===== src/rtl/gpi_pkg.sv =====
// Shared types and default constants for the general-purpose input conditioner.
package gpi_pkg;

   // Debounce FSM states, 1-bit encoding
   typedef enum logic {
      IDLE   = 1'b0,
      SETTLE = 1'b1
   } gpi_state_e;

   localparam int unsigned GPI_WIDTH    = 8;
   localparam int unsigned GPI_DEBOUNCE = 250000;

endpackage : gpi_pkg


===== src/rtl/gpi_sync.sv =====
// Two-flop synchronizer for a vector of asynchronous inputs.
module gpi_sync #(
   parameter int unsigned WIDTH = gpi_pkg::GPI_WIDTH
) (
   input  logic             clk,
   input  logic             rst_n,
   input  logic [WIDTH-1:0] d,
   output logic [WIDTH-1:0] q
);

   logic [WIDTH-1:0] sync1_d, sync1_q;
   logic [WIDTH-1:0] sync2_d, sync2_q;

   // next values: shift the raw pins down the two-stage chain
   always_comb begin
      sync1_d = d;
      sync2_d = sync1_q;
   end

   // synchronizer stages with synchronous active-low reset
   always_ff @(posedge clk) begin
      if (!rst_n) begin
         sync1_q <= '0;
         sync2_q <= '0;
      end else begin
         sync1_q <= sync1_d;
         sync2_q <= sync2_d;
      end
   end

   assign q = sync2_q;

endmodule : gpi_sync


===== src/rtl/gpi_debounce.sv =====
// GPIO input conditioner: synchronizes and debounces the raw pin vector, holds
// the last stable value and flags each committed change with a valid/read
// handshake. Define GPI_IRQ_EN to add the oIRQ commit pulse output.
module gpi_debounce
   import gpi_pkg::*;
#(
   parameter int unsigned WIDTH           = GPI_WIDTH,
   parameter int unsigned DEBOUNCE_CYCLES = GPI_DEBOUNCE,
   parameter int unsigned CNT_W           = 18
) (
   input  logic             iCLK,
   input  logic             iRST_N,
   input  logic [WIDTH-1:0] iRAW,
   input  logic             iRD,
   output logic [WIDTH-1:0] oDATA,
   output logic             oVALID,
   output logic [WIDTH-1:0] oCHANGED,
   output logic             oOVERRUN
`ifdef GPI_IRQ_EN
   ,
   output logic             oIRQ
`endif
);

   localparam logic [CNT_W-1:0] CNT_LAST = CNT_W'(DEBOUNCE_CYCLES - 1);

   logic [WIDTH-1:0] sync2;

   gpi_state_e       state_d, state_q;
   logic [WIDTH-1:0] cand_d, cand_q;
   logic [WIDTH-1:0] stable_d, stable_q;
   logic [CNT_W-1:0] cnt_d, cnt_q;
   logic             valid_d, valid_q;
   logic [WIDTH-1:0] changed_d, changed_q;
   logic             overrun_d, overrun_q;
   logic             commit;
   logic             rd_fire;

   gpi_sync #(.WIDTH(WIDTH)) u_sync (
      .clk   (iCLK),
      .rst_n (iRST_N),
      .d     (iRAW),
      .q     (sync2)
   );

   assign rd_fire = iRD & valid_q;

   // debounce FSM and valid/read handshake next-state logic
   always_comb begin
      state_d   = state_q;
      cand_d    = cand_q;
      stable_d  = stable_q;
      cnt_d     = cnt_q;
      valid_d   = valid_q;
      changed_d = changed_q;
      overrun_d = overrun_q;
      commit    = 1'b0;

      case (state_q)
         IDLE: begin
            if (sync2 != cand_q) begin
               cand_d  = sync2;
               cnt_d   = '0;
               state_d = SETTLE;
            end
         end
         SETTLE: begin
            if (sync2 != cand_q) begin
               cand_d = sync2;
               cnt_d  = '0;
            end else if (cnt_q == CNT_LAST) begin
               // settling back onto the old stable value produces no event
               commit  = (cand_q != stable_q);
               state_d = IDLE;
            end else begin
               cnt_d = cnt_q + 1'b1;
            end
         end
         default: state_d = IDLE;
      endcase

      if (commit) begin
         stable_d = cand_q;
         valid_d  = 1'b1;
         if (rd_fire) begin
            // a read on the commit edge consumes the older change bits
            changed_d = stable_q ^ cand_q;
            overrun_d = 1'b0;
         end else begin
            changed_d = changed_q | (stable_q ^ cand_q);
            overrun_d = overrun_q | valid_q;
         end
      end else if (rd_fire) begin
         valid_d   = 1'b0;
         changed_d = '0;
         overrun_d = 1'b0;
      end
   end

   // state and handshake registers, synchronous active-low reset
   always_ff @(posedge iCLK) begin
      if (!iRST_N) begin
         state_q   <= IDLE;
         cand_q    <= '0;
         stable_q  <= '0;
         cnt_q     <= '0;
         valid_q   <= 1'b0;
         changed_q <= '0;
         overrun_q <= 1'b0;
      end else begin
         state_q   <= state_d;
         cand_q    <= cand_d;
         stable_q  <= stable_d;
         cnt_q     <= cnt_d;
         valid_q   <= valid_d;
         changed_q <= changed_d;
         overrun_q <= overrun_d;
      end
   end

`ifdef GPI_IRQ_EN
   logic irq_d, irq_q;

   // one-cycle pulse on every commit edge, independent of oVALID
   always_comb begin
      irq_d = commit;
   end

   // interrupt pulse register
   always_ff @(posedge iCLK) begin
      if (!iRST_N) begin
         irq_q <= 1'b0;
      end else begin
         irq_q <= irq_d;
      end
   end

   assign oIRQ = irq_q;
`endif

   assign oDATA    = stable_q;
   assign oVALID   = valid_q;
   assign oCHANGED = changed_q;
   assign oOVERRUN = overrun_q;

endmodule : gpi_debounce


===== config.mk =====
export PLATFORM = sky130hd
export DESIGN_NAME = gpi_debounce
export DESIGN_NICKNAME = d
export VERILOG_FILES = /design/src/rtl/gpi_pkg.sv /design/src/rtl/gpi_sync.sv /design/src/rtl/gpi_debounce.sv
export SDC_FILE = /design/constraint.sdc
export NUM_CORES = 1
export LEC_CHECK = 0
export ABC_CLOCK_PERIOD_IN_PS = 1900
export CAP_MARGIN = 15
export CORE_MARGIN = 2
export CORE_UTILIZATION = 54
export DETAILED_ROUTE_END_ITERATION = 6
export PLACE_DENSITY = 0.87
export SETUP_SLACK_MARGIN = 0.1
export SYNTH_ARGS = -nofsm -noshare
export SYNTH_HDL_FRONTEND = slang
export SYNTH_SLANG_ARGS = --single-unit

===== constraint.sdc =====
create_clock -name iCLK -period 1.9 [get_ports iCLK]
set_input_delay 0.57 -clock iCLK [delete_from_list [all_inputs] [get_ports iCLK]]
set_output_delay 0.57 -clock iCLK [all_outputs]
set_load 0.1 [all_outputs]

==> impl_metrics.csv <==
group,metric,value,unit
pwr,power_frac_seq,48.8,%
placed_design,dp_hpwl,3160,um
worst_setup_path,start_kind,"flop",
yosys,yosysSeqAreaShare,52.56,%
worst_setup_path,cpMaxStageDelayCell,"nor4b_2",
final_layout,fill_cells,224,
yosys,avgSynthCellArea,9.522,um^2
final_layout,drive_gt1_share,22.22,%
yosys,netlist_area,2323,um^2
placed_design,gp_congestion,0.8195,
floorplan,io_pins,29,
placed_design,place_inst,329,
worst_setup_path,cpPeakStageDelay,0.37,ns
worst_setup_path,endpoint_kind,"flop",
drt,drtIter0Drc,185,
yosys,ys_ff_latch,61,
yosys,synth_common_cells,"dfxtp_1, nand2_1, and2_1",
global_routing,grt_pass1_vias,1765,
final_layout,area_delta_synth_final,37.80,%
sta,clock.fmax,525.3,MHz
floorplan,initial_core_util,57.26,%
clock_network,cts_buffer_depth,2,
yosys,yosysTopAreaCell,"dfxtp_1",
worst_setup_path,cp_num_buf_inv,1,
drt,ant_nets,0,
global_routing,grt_pass1_wl,8045,um
drt,wirelength,5301,um
final_layout,nets,304,
yosys,yosys_warnings,0,
sta,rsz0062_at_grt,"true",
clock_network,htree_levels,3,
sta,relSlewSlack,75.55,%
clock_network,insertion_delay,0.33,ns
worst_setup_path,critPathKind,"flop to flop",
yosys,synth_top_area_share,52.56,%
pwr,clkPwrFrac,47.0,%
global_routing,antenna_found_initial,0,
sta,setup_viol_count_final,3,
yosys,syn-num-nets,256,
clock_network,cts_made_buffers,9,
worst_setup_path,critical_path_required,2.15,ns
global_routing,globalRouteOverflowTotal,0,
drt,vias,1917,
sta,slew_violations,0,
floorplan,die_area,4843,um^2
clock_network,clkTransAtPathRegs,0.06,ns
drt,viasPerCell,5.524,
sta,max_slew.worst_pin.slew,0.3637,ns
pwr,peakVddDrop,0.5790,mV
floorplan,die_w,69.60,um
clock_network,hold_buffers,0,
yosys,async_flop_share,0,%
yosys,synth_edf_count,0,
drt,drc,0,
min_path,hold_path.class,"flop to flop",
pwr,power,2705,uW
pwr,p_per_area,844.9,nW/um^2
sta,timing.final.crit_period,1.904,ns
pwr,switchingPower,578.1,uW
clock_network,cts-root-buf,"clkbuf_8",
yosys,synth_most_common_cell,"dfxtp_1",
worst_setup_path,cp.arrival,2.16,ns
clock_network,clock_sink_count,61,
run_status,violations,"setup timing",
sta,worst_slack,-0.003544,ns
worst_setup_path,cp_max_fo,6,
pwr,leakagePower,0.001266,uW
clock_network,cts_tree,"built",
floorplan,die_h,69.60,um
global_routing,grtUsageTotal,21.40,%
sta,holdWs,0.4347,ns
yosys,synth_flop_cell,"dfxtp_1",
yosys,ys_types,30,
global_routing,grt_max_degree,41,
floorplan,core_area,4058,um^2
drt,dr.pass1.iters,4,
run,maxCapViolCount,0,
placed_design,port_buffers,28,
worst_setup_path,path_cells,"nor4b_2 -> nand4_1 -> or2_2 -> nand4bb_1 -> buf_6 -> mux2i_1",
yosys,syn_inst,244,
worst_setup_path,crit_family,"simple AND/OR/NAND/NOR gates",
final_layout,final_cell_count_no_fill,347,
sta,min_period_over_period,100.2,%
pwr,intPower,2127,uW
floorplan,num_rows,23,
sta,final_hold_viol_count,0,
run_status,status,"complete, but fails checks",
sta,finClkSkew,0.005286,ns
pwr,switching_share,21.37,%
drt,wl_per_cell,15.28,um
yosys,synth_area_leaders,"dfxtp_1, xor2_1, and2_1",
pwr,p_comb_share,4.2,%
final_layout,num_antenna_cells,0,
-- logic make-up (layout without fill, tap and decap cells) --
family                   Yosys count  after routing  synth area share [%]
buffers and inverters              9             62                 1.508
XOR/XNOR                          30             30                 11.31
AO/OA/AOI/OAI                     19             19                 4.362
adder cells (fa/ha/maj)            1              1                0.5384
AND/OR/NAND/NOR                  116            116                 26.28
flip-flops                        61             61                 52.56
multiplexers                       8              8                 3.447
-- power groups by stage --
stage	combinational, uW	clock (uW)	sequential (uW)
floorplan	62.9	0	1340
global placement	98.5	0	1350
detailed placement	102	0	1350
CTS	105	1280	1320
global route	123	1340	1320
finish	113	1270	1320
-- path summary, 6_finish.rpt --
| check | from | end | slack [ns] | depth (start not counted) |
|---|---|---|---|---|
| setup / recovery | cnt_q[10] | oDATA[7] | -0.004 | 6 |
| hold / removal | u_sync.sync1_q[7] | u_sync.q[7] | 0.43 | 1 |
| setup reg to reg | cnt_q[10] | oDATA[7] | -0.004 | 6 |
| hold reg to reg | u_sync.sync1_q[7] | u_sync.q[7] | 0.43 | 1 |
-- cell type report --
type / count / area (um^2) / area share [%]
flip-flops and latches: 61 / 1231 / 38.45
multi-input cells: 174 / 1092 / 34.11
clock inverters: 6 / 86.33 / 2.696
clock buffers: 10 / 137.6 / 4.299
repair buffers: 44 / 584.3 / 18.25
well taps: 50 / 62.56 / 1.954
inverters: 2 / 7.507 / 0.2345
-- per-layer routing --
layer / track usage, % / wire, um / vias up
met5: 0 / 0 / -
met4: 13.29 / 123 / 0
met3: 4.797 / 310 / 15
met2: 33.55 / 2583 / 74
met1: 26.66 / 2283 / 912
li1: - / - / 916
-- through the flow --
stage	utilization (%)	TNS, ns	area [um^2]	worst slack [ns]
after global routing	78.91	-0.7143	3202	-0.08523
final	78.91	-0.005715	3202	-0.003544
after global placement	72.31	0	2934	0.1386
after floorplan	-	0	2333	0.1910
after detailed placement	72.31	0	2934	0.07324
after CTS	78.14	0	3171	0.1128
-- registers in the layout (all words and copies together) (netlist names) --
name and cells:
cand_q 8, cnt_q 18, oCHANGED 8, oDATA 8, oOVERRUN 1, oVALID 1, state_q 1, u_sync.q 8
u_sync.sync1_q 8
-- layout by cell type (no fill, tap or decap), drive strengths merged, types with 3 or more instances in the layout --
| cell type | netlist | layout |
|---|---|---|
| dfxtp | 61 | 61 |
| nand2 | 34 | 34 |
| buf | 1 | 34 |
| and2 | 25 | 25 |
| nor2 | 21 | 21 |
| xor2 | 18 | 18 |
| xnor2 | 12 | 12 |
| o21ai | 11 | 11 |
| nand4 | 10 | 10 |
| clkbuf | 6 | 10 |
| clkdlybuf4s50 | 0 | 10 |
| mux2i | 8 | 8 |
| nand3 | 7 | 7 |
| a21oi | 5 | 5 |
| nor3 | 3 | 3 |
| and3 | 3 | 3 |
| or2 | 3 | 3 |
| clkinv | 0 | 3 |
-- what timing repair did --
| item | in CTS | in global routing |
|---|---|---|
| pin swaps | 1 | 2 |
| buffers inserted | 1 | 1 |
| resized for setup | 1 | 6 |
| endpoints found under the setup margin | 8 | 23 |
No activity file was read; power rests on OpenSTA's default activity.
